File: src/rtl/rr_prio_arbiter_pkg.sv
// Shared constants for the round-robin / fixed-priority arbiter.
package rr_prio_arbiter_pkg;

    // Arbiter FSM: IDLE holds no grant, BUSY holds exactly one grant.
    typedef enum logic {
        IDLE = 1'b0,
        BUSY = 1'b1
    } arb_state_e;

    // Values of the mode input.
    localparam logic MODE_FIXED = 1'b0;
    localparam logic MODE_RR    = 1'b1;

endpackage

File: src/rtl/rr_prio_arbiter_if.sv
// Request/grant bundle between the requesters (master) and the arbiter (slave).
interface rr_prio_arbiter_if #(
    parameter int N    = 4,
    parameter int IDXW = $clog2(N)
) ();
    logic [N-1:0]    req;
    logic            mode;
    logic [N-1:0]    gnt;
    logic [IDXW-1:0] gnt_idx;
    logic            gnt_valid;

    modport master (
        output req,
        output mode,
        input  gnt,
        input  gnt_idx,
        input  gnt_valid
    );

    modport slave (
        input  req,
        input  mode,
        output gnt,
        output gnt_idx,
        output gnt_valid
    );
endinterface

File: src/rtl/rr_prio_arbiter_find_first.sv
// Circular first-set-bit search: first request at or above start_i, wrapping to 0.
module rr_find_first #(
    parameter  int N    = 4,
    localparam int IDXW = $clog2(N)
) (
    input  logic [N-1:0]    req_i,
    input  logic [IDXW-1:0] start_i,
    output logic            found_o,
    output logic [IDXW-1:0] idx_o
);

    int              pos;
    logic [IDXW-1:0] pos_idx;

    // Scan from farthest to nearest so the nearest set bit is the last one written.
    always_comb begin
        found_o = 1'b0;
        idx_o   = '0;
        pos     = 0;
        pos_idx = '0;
        for (int k = N - 1; k >= 0; k--) begin
            pos = int'(start_i) + k;
            if (pos >= N) begin
                pos = pos - N;
            end
            pos_idx = IDXW'(pos);
            if (req_i[pos_idx]) begin
                found_o = 1'b1;
                idx_o   = pos_idx;
            end
        end
    end

endmodule

File: src/rtl/rr_prio_arbiter.sv
// Registered N-channel arbiter: fixed priority or round-robin, grant lock and hold limit.
module rr_prio_arbiter
    import rr_prio_arbiter_pkg::*;
#(
    parameter  int N        = 4,
    parameter  int HOLD_MAX = 8,
    localparam int IDXW     = $clog2(N)
) (
    input  logic                clk,
    input  logic                rst,
    rr_prio_arbiter_if.slave    arb
);

    // Counter only needs to reach HOLD_MAX-1.
    localparam int              CNTW      = (HOLD_MAX > 1) ? $clog2(HOLD_MAX) : 1;
    localparam logic [CNTW-1:0] HOLD_LAST = CNTW'((HOLD_MAX > 0) ? HOLD_MAX - 1 : 0);
    localparam logic [IDXW-1:0] IDX_LAST  = IDXW'(N - 1);

    arb_state_e      state_q,    state_d;
    logic [N-1:0]    gnt_q,      gnt_d;
    logic [IDXW-1:0] gnt_idx_q,  gnt_idx_d;
    logic            gnt_vld_q,  gnt_vld_d;
    logic [IDXW-1:0] last_idx_q, last_idx_d;
    logic [CNTW-1:0] hold_cnt_q, hold_cnt_d;

    logic [IDXW-1:0] rr_start;
    logic [IDXW-1:0] search_start;
    logic            win_found;
    logic [IDXW-1:0] win_idx;
    logic            cur_req;
    logic            others_req;
    logic            timeout_hit;

    // Round-robin search begins just past the last winner; fixed priority always from 0.
    // While BUSY, last_idx equals the held index, so a timeout search starts at g+1.
    assign rr_start     = (last_idx_q == IDX_LAST) ? '0 : last_idx_q + IDXW'(1);
    assign search_start = (arb.mode == MODE_RR) ? rr_start : '0;

    rr_find_first #(.N(N)) u_find_first (
        .req_i   (arb.req),
        .start_i (search_start),
        .found_o (win_found),
        .idx_o   (win_idx)
    );

    assign cur_req     = arb.req[gnt_idx_q];
    assign others_req  = |(arb.req & ~gnt_q);
    assign timeout_hit = (arb.mode == MODE_RR) && (HOLD_MAX != 0) && (hold_cnt_q == HOLD_LAST);

    // Next-state decode for the FSM, grant, pointer and hold counter.
    always_comb begin
        state_d    = state_q;
        gnt_d      = gnt_q;
        gnt_idx_d  = gnt_idx_q;
        last_idx_d = last_idx_q;
        hold_cnt_d = hold_cnt_q;

        case (state_q)
            IDLE: begin
                if (win_found) begin
                    state_d    = BUSY;
                    gnt_d      = N'(1) << win_idx;
                    gnt_idx_d  = win_idx;
                    last_idx_d = win_idx;
                    hold_cnt_d = '0;
                end
            end
            BUSY: begin
                if (!cur_req) begin
                    // Release: hand over on this same edge, or drop to IDLE.
                    hold_cnt_d = '0;
                    if (win_found) begin
                        gnt_d      = N'(1) << win_idx;
                        gnt_idx_d  = win_idx;
                        last_idx_d = win_idx;
                    end else begin
                        state_d   = IDLE;
                        gnt_d     = '0;
                        gnt_idx_d = '0;
                    end
                end else if (timeout_hit) begin
                    // Holder still requesting at its limit: rotate away if anyone waits.
                    hold_cnt_d = '0;
                    if (others_req) begin
                        gnt_d      = N'(1) << win_idx;
                        gnt_idx_d  = win_idx;
                        last_idx_d = win_idx;
                    end
                end else if (hold_cnt_q != HOLD_LAST) begin
                    hold_cnt_d = hold_cnt_q + CNTW'(1);
                end
            end
            default: begin
                state_d   = IDLE;
                gnt_d     = '0;
                gnt_idx_d = '0;
            end
        endcase

        gnt_vld_d = |gnt_d;
    end

    // State and output registers; reset clears outputs without waiting for a clock.
    always_ff @(posedge clk or posedge rst) begin
        if (rst) begin
            state_q    <= IDLE;
            gnt_q      <= '0;
            gnt_idx_q  <= '0;
            gnt_vld_q  <= 1'b0;
            last_idx_q <= IDX_LAST;
            hold_cnt_q <= '0;
        end else begin
            state_q    <= state_d;
            gnt_q      <= gnt_d;
            gnt_idx_q  <= gnt_idx_d;
            gnt_vld_q  <= gnt_vld_d;
            last_idx_q <= last_idx_d;
            hold_cnt_q <= hold_cnt_d;
        end
    end

    assign arb.gnt       = gnt_q;
    assign arb.gnt_idx   = gnt_idx_q;
    assign arb.gnt_valid = gnt_vld_q;

endmodule

File: src/flat_wrapper.sv
// flat-port wrapper written by rule: the top's interface ports become plain ports
module rr_prio_arbiter_flat import rr_prio_arbiter_pkg::*;
#(
    parameter  int N        = 4,
    parameter  int HOLD_MAX = 8,
    localparam int IDXW     = $clog2(N)
)
  (clk, rst, arb_req, arb_mode, arb_gnt, arb_gnt_idx, arb_gnt_valid);
  rr_prio_arbiter_if #(.N(N)) arb_i ();
  input  logic clk;
  input  logic rst;
  input wire logic [$bits(arb_i.req)-1:0] arb_req;
  input wire logic [$bits(arb_i.mode)-1:0] arb_mode;
  output wire logic [$bits(arb_i.gnt)-1:0] arb_gnt;
  output wire logic [$bits(arb_i.gnt_idx)-1:0] arb_gnt_idx;
  output wire logic [$bits(arb_i.gnt_valid)-1:0] arb_gnt_valid;
  assign arb_i.req = arb_req;
  assign arb_i.mode = arb_mode;
  assign arb_gnt = arb_i.gnt;
  assign arb_gnt_idx = arb_i.gnt_idx;
  assign arb_gnt_valid = arb_i.gnt_valid;
  rr_prio_arbiter #(.N(N), .HOLD_MAX(HOLD_MAX)) u_core (.clk(clk), .rst(rst), .arb(arb_i));
endmodule
File: config.mk
export PLATFORM = sky130hd
export DESIGN_NAME = rr_prio_arbiter_flat
export DESIGN_NICKNAME = d
export VERILOG_FILES = /design/src/rtl/rr_prio_arbiter_pkg.sv /design/src/rtl/rr_prio_arbiter_if.sv /design/src/rtl/rr_prio_arbiter_find_first.sv /design/src/rtl/rr_prio_arbiter.sv /design/src/flat_wrapper.sv
export SDC_FILE = /design/constraint.sdc
export NUM_CORES = 1
export LEC_CHECK = 0
export CAP_MARGIN = 20
export CELL_PAD_IN_SITES_DETAIL_PLACEMENT = 0
export CELL_PAD_IN_SITES_GLOBAL_PLACEMENT = 1
export CORE_ASPECT_RATIO = 1.2
export CORE_MARGIN = 3
export CORE_UTILIZATION = 30
export DETAILED_ROUTE_END_ITERATION = 16
export PLACE_DENSITY = 0.63
export SKIP_LAST_GASP = 1
export SYNTH_ARGS = -nofsm -noshare
export SYNTH_HDL_FRONTEND = slang
export SYNTH_HIERARCHICAL = 1
export SYNTH_SLANG_ARGS = --single-unit
File: constraint.sdc
create_clock -name clk -period 4.1 [get_ports clk]
set_clock_uncertainty 0.15 [all_clocks]
set_input_delay 0.82 -clock clk [delete_from_list [all_inputs] [get_ports clk]]
set_output_delay 0.82 -clock clk [all_outputs]
set_load 0.005 [all_outputs]
==> impl_metrics.tcl <==
set metrics [dict create \
    path_depth 8 \
    clock_path_buffers 2 \
    ir_worst_vdd_mv 0.257 \
    crit_path_frequent_cell "inv_1" \
    critPathSlowestCell "clkdlybuf4s50_1" \
    place.gp.congestion 0.749 \
    synthAdderAreaFrac_pct 3.17 \
    area_growth_pct 24.9 \
    ys_ff_latch 13 \
    cts_hold_buf 0 \
    p_total_w 0.000627 \
    grt_usage_pct 12.5 \
    hold_path.class "reg -> reg" \
    finalHoldViolCount 0 \
    holdCritStartpoint "u_core/hold_cnt_q[2]" \
    cts_resized 0 \
    final_common_cell "clkdlybuf4s50_1" \
    p_leak_nw 0.425 \
    nets 104 \
    drt-total-wl_mm 1.80 \
    worstSetupPathType "in -> reg" \
    drtPass1Iterations 4 \
    max_freq_ghz 0.377 \
    timing.rr.end "u_core/arb.gnt_idx[0]" \
    cts_tree "yes" \
    drt_iter0_drc 11 \
    grt_max_degree 14 \
    cts_max_level 1 \
    root_buffer "clkbuf_4" \
    numClockSinks 13 \
    overflow 0 \
    dp_hpwl_mm 1.32 \
    powerDensity_mw_per_mm2 636 \
    rows 19 \
    synth.yosys.warnings 6 \
    worst_slew_pin_slew_ps 542 \
    ant_nets 0 \
    yosys.area_share.xor_xnor_pct 1.11 \
    die_h_um 62.2 \
    crit_buf_inv 3 \
    whs_endpoint "u_core/hold_cnt_q[2]" \
    die_width_um 52.8 \
    syn-instance-count 77 \
    num_vias 641 \
    crit_chain "clkdlybuf4s50_1 > inv_1 > nor2_1 > mux2i_1 > a211oi_2 > inv_1 > a2111oi_2 > o21bai_1" \
    antennaDiodeCount 0 \
    cp-end-kind "flip-flop" \
    antenna_found_initial 0 \
    postCtsSetupBuffers 0 \
    r2r-start "u_core/last_idx_q[0]" \
    crit_family "compound AO/OA/AOI/OAI gates" \
    setup_viol 0 \
    ys_seq_area_share_pct 41.5 \
    synth.distinct_cells 26 \
    start_util_pct 32.9 \
    worstPathMaxFanout 5 \
    clock_latency_ps 270 \
    whs_ps 367 \
    cp-start-kind "input pin" \
    slew_violations 0 \
    critical_path_required_ps 4150 \
    drc 0 \
    design.die.area_sq_mm 0.00329 \
    coreArea_sq_mm 0.00240 \
    slew-limit-headroom_pct 63.9 \
    worstRegToRegCells 7 \
    critPathArrivalTime_ps 2710 \
    io_buffers 13 \
    routed_via_density 5.13 \
    setup_tns_ps 0 \
    slowest_delay_ps 470 \
    wl_per_cell_um 14.4 \
    syn-mean-instance-area_sq_um 10.3 \
    syn-cell-area_sq_um 790 \
    io-pin-count 14 \
    stdcell_count 125 \
    syn_nets 86 \
    mostFrequentLayoutCells "clkdlybuf4s50_1 (13), inv_1 (12), dfrtp_1 (11), nand2b_1 (8), nor2_1 (7)" \
    r2r_slack_ps 1940 \
    drive_gt1_share_pct 12.8 \
    muxShareOfSynthArea_pct 10.9 \
    grt_pass1_vias 622 \
    max-cap-violations 0 \
    clk_pin_slew_ps 90 \
    min_period_over_period_pct 64.7 \
    synth-compound-area-share_pct 21.9 \
    cts_made_buffers 3 \
    placed_cells 121 \
    synthSimpleGateAreaFrac_pct 15.7 \
    outcome "complete, no violations" \
    rsz0062_at_grt "false" \
    min_path_cells 1 \
    fin_crit_ps 2650 \
    grt_pass1_wl_mm 3.06 \
    synth_top_family_by_area "compound AO/OA/AOI/OAI gates" \
]
## state kept, by name, indices dropped and copies added (netlist names)
signal,count
u_core/arb.gnt_idx,2
u_core/state_q,1
u_core/last_idx_q,2
u_core/arb.gnt,4
u_core/arb.gnt_valid,1
u_core/hold_cnt_q,3
## worst max path at each step
stage	start	end
4_1_cts	arb_mode	u_core/arb.gnt_idx[0]
5_1_grt	arb_mode	u_core/arb.gnt_idx[0]
2_1_floorplan	arb_mode	u_core/arb.gnt_idx[0]
3_3_place_gp	arb_mode	u_core/arb.gnt_idx[0]
6_report	arb_mode	u_core/arb.gnt_idx[0]
3_5_place_dp	arb_mode	u_core/arb.gnt_idx[0]
## synth_stat cells
| cell type | count | area, sq um |
|---|---|---|
| a21o_1 | 2 | 15.0 |
| nand2_1 | 5 | 18.8 |
| a32o_1 | 2 | 20.0 |
| mux2_4 | 2 | 30.0 |
| o21bai_1 | 1 | 7.51 |
| o21ai_0 | 1 | 5.00 |
| nor2_1 | 7 | 26.3 |
| o32ai_1 | 4 | 35.0 |
| nor4_1 | 1 | 6.26 |
| xnor2_1 | 1 | 8.76 |
| nand2b_1 | 8 | 50.1 |
| dfstp_2 | 2 | 52.6 |
| a31o_2 | 1 | 8.76 |
| o22ai_1 | 1 | 6.26 |
| a211oi_1 | 1 | 7.51 |
| mux4_1 | 1 | 26.3 |
| mux2i_1 | 3 | 30.0 |
| dfrtp_1 | 11 | 275 |
| a211oi_2 | 1 | 12.5 |
| ha_1 | 2 | 25.0 |
| a2111oi_2 | 1 | 15.0 |
| nor3b_1 | 3 | 22.5 |
| o22ai_4 | 1 | 20.0 |
| inv_1 | 12 | 45.0 |
| a21oi_1 | 2 | 10.0 |
| a41o_1 | 1 | 10.0 |
## logic make-up (layout without fill, tap and decap cells)
group                      after synthesis  after routing
and+or+nand+nor                         24             24
adders and majority gates                2              2
xor gates and xnor gates                 1              1
AOI/OAI and AO/OA                       19             19
buffers and inverters                   12             29
DFF                                     13             13
muxes                                    6              6
## power by group
| group | leakage (nW) | switching [W] | total [W] | internal (W) |
|---|---|---|---|---|
| clock | 0.0177 | 0.0000457 | 0.0000818 | 0.0000361 |
| sequential | 0.158 | 0.0000475 | 0.000232 | 0.000185 |
| combinational | 0.249 | 0.000140 | 0.000313 | 0.000173 |
| total | 0.425 | 0.000234 | 0.000627 | 0.000394 |
## per-layer routing
layer / up-vias / track usage (%) / routed length (um)
li1: 315 / - / -
met1: 309 / 19.0 / 894
met2: 15 / 16.6 / 793
met3: 2 / 2.63 / 91
met4: 0 / 5.75 / 17
met5: - / 0 / 0
## stage by stage
stage	area, sq um	worst slack [ps]	util [%]
finish	986	1450	41.1
global route	986	1300	41.1
CTS	986	1480	41.1
detailed placement	958	1150	39.9
global placement	958	1110	39.9
floorplan	790	1900	-
## layout make-up
cell class | count | area (sq um)
timing repair buffer | 13 | 130
clock buffer | 3 | 22.5
inverter | 12 | 45.0
sequential | 13 | 328
tap | 31 | 38.8
fill | 233 | 1420
clock inverter | 1 | 5.00
multi-input combinational | 52 | 417
(Power assumes the default switching activity.)
==> edit: new RTL, same flow settings <==
`HOLD_MAX` is set to 8 in 2 places; all go to 16.
--- a/src/rtl/rr_prio_arbiter.sv
+++ b/src/rtl/rr_prio_arbiter.sv
@@ -4,5 +4,5 @@
 #(
     parameter  int N        = 4,
-    parameter  int HOLD_MAX = 8,
+    parameter  int HOLD_MAX = 16,
     localparam int IDXW     = $clog2(N)
 ) (
--- a/src/flat_wrapper.sv
+++ b/src/flat_wrapper.sv
@@ -3,5 +3,5 @@
 #(
     parameter  int N        = 4,
-    parameter  int HOLD_MAX = 8,
+    parameter  int HOLD_MAX = 16,
     localparam int IDXW     = $clog2(N)
 )
Check against the original RTL: not equivalent (a bounded check fails within 10 cycles, from zero or initial values and one cycle with rst high).
==> edit against the unedited design <==
  * Combinational power about the same
  * Global-route usage down 0.64 points
  * Cell area up 3.3%
  * Sequential power up 4%
  * Via count up 1.7%
  * Total power up 3.6%
  * Sequential cell count up 1
  * Wire length down 2.6%
  * Largest power group unchanged
  * Largest cell class unchanged
  * Clock power up 18%
  * Worst setup slack better by 0.045 ns
  * Area after synthesis up 2.7%
  * Count of clock-buffer cells in the layout up 1
==> edit: results (changes against the unedited design) <==
[outcome]
status = completed  ; unchanged

[cells_and_area]
layout.nets = 109  ; was 104
fillers = 258  ; was 233
layout-drive-gt1-share_pct = 11.00  ; was 12.77%

[global_route]
antenna_found_initial = 0  ; unchanged
grt_pass1_vias = 630  ; was 622
grt_max_degree = 15  ; was 14
grt_pass1_wl_mm = 2.994  ; was 3.063 mm
grt_use_total_pct = 11.88  ; was 12.52%

[worst_setup_path]
cp_max_fo = 6  ; was 5
cp_top_family = simple AND/OR/NAND/NOR gates  ; was compound AO/OA/AOI/OAI gates
crit_slowest_cell = clkdlybuf4s50_1  ; unchanged
slowest_delay_ns = 0.57  ; was 0.47 ns

[route]
routed_wl_mm = 1.749  ; was 1.796 mm
dr_total_vias = 652  ; was 641
drtIter0Drc = 30  ; was 11
vias_per_cell = 4.902  ; was 5.128

[clocking]
htree_num_levels = 1  ; unchanged
cts_buffers = 3  ; unchanged
worst_setup_hold_path_clk_slew_ns = 0.08
clk_latency_ns = 0.28
max-clock-path-buffers = 2  ; unchanged

[yosys]
synth.distinct_cells = 29  ; was 26
synth_common_cells = dfrtp_1, inv_1, nand2b_1, nor2_1, a21oi_1  ; was inv_1, dfrtp_1, nand2b_1
syn_area_per_cell_um2 = 9.768  ; was 10.25 um2
synth-seq-area-share_pct = 43.52  ; was 41.52%
synth.area.top_cells = dfrtp_1, dfstp_2, nand2b_1  ; unchanged
async_reset_ff_share_pct = 100.0  ; unchanged
syn_nets = 91  ; was 86

[placement]
placed_cell_area_um2 = 982.2  ; was 958.4 um2
gp_congestion = 0.6926  ; was 0.7493
dpl.hpwl_mm = 1.328  ; was 1.322 mm
post-place-ws_ns = 1.201  ; was 1.150 ns
dp_cells = 129  ; was 121

[power_and_ir_drop]
p_leak_nw = 0.4377  ; was 0.4251 nW
peakVddDrop_mv = 0.3146  ; was 0.2574 mV
p_switching_w = 0.0002311  ; was 0.0002337 W

[min_path]
hold_path_class = reg2reg  ; unchanged
worst_hold_startpoint = u_core/hold_cnt_q[0]  ; was u_core/hold_cnt_q[2]

[sta]
relSlewSlack_pct = 64.88  ; was 63.89%

-- edit: final cells by class --
| type | count | area (um2) | share of cell area [%] |
|---|---|---|---|
| Multi-Input combinational cell | 58 | 416.7 | 40.91 |
| Tap cell | 33 | 41.29 | 4.054 |
| Sequential cell | 14 | 352.8 | 34.64 |
| Timing Repair Buffer | 13 | 130.1 | 12.78 |
| Inverter | 11 | 41.29 | 4.054 |
| Clock buffer | 4 | 36.28 | 3.563 |
-- edit: cells by family after synthesis --
group | Yosys count | synth area share, %
AOI/OAI and AO/OA | 22 | 20.68
xor gates and xnor gates | 1 | 1.080
adders and majority gates | 1 | 1.543
buffers and inverters | 11 | 5.093
DFF | 14 | 43.52
muxes | 7 | 10.49
and+or+nand+nor | 27 | 17.60
-- edit: routing by layer --
layer | global-route usage, % | up-vias | part of all wire, %
met5 | 0 | - | 0
met2 | 15.49 | 23 | 42
li1 | - | 330 | -
met4 | 5.751 | 0 | 0.74
met3 | 2.148 | 2 | 5.8
met1 | 18.32 | 297 | 51
-- edit: worst paths after layout --
kind | endpoint | slack [ns] | cells past startpoint
worst max-delay path | u_core/arb.gnt[3] | 1.49 | 7
worst min-delay path | u_core/hold_cnt_q[0] | 0.36 | 1
worst max register to register | u_core/arb.gnt[3] | 2.05 | 7
worst min register to register | u_core/hold_cnt_q[0] | 0.36 | 1
max in group asynchronous | u_core/last_idx_q[0] | 2.71 | 2
min in group asynchronous | u_core/state_q | 0.72 | 2
-- edit: power by group through the flow --
stage	combinational [W]	clock, W	sequential (W)
floorplan	0.000210	0	0.000236
global placement	0.000314	0	0.000245
detailed placement	0.000311	0	0.000244
CTS	0.000314	0.000103	0.000241
global route	0.000344	0.000109	0.000250
finish	0.000312	0.0000969	0.000241
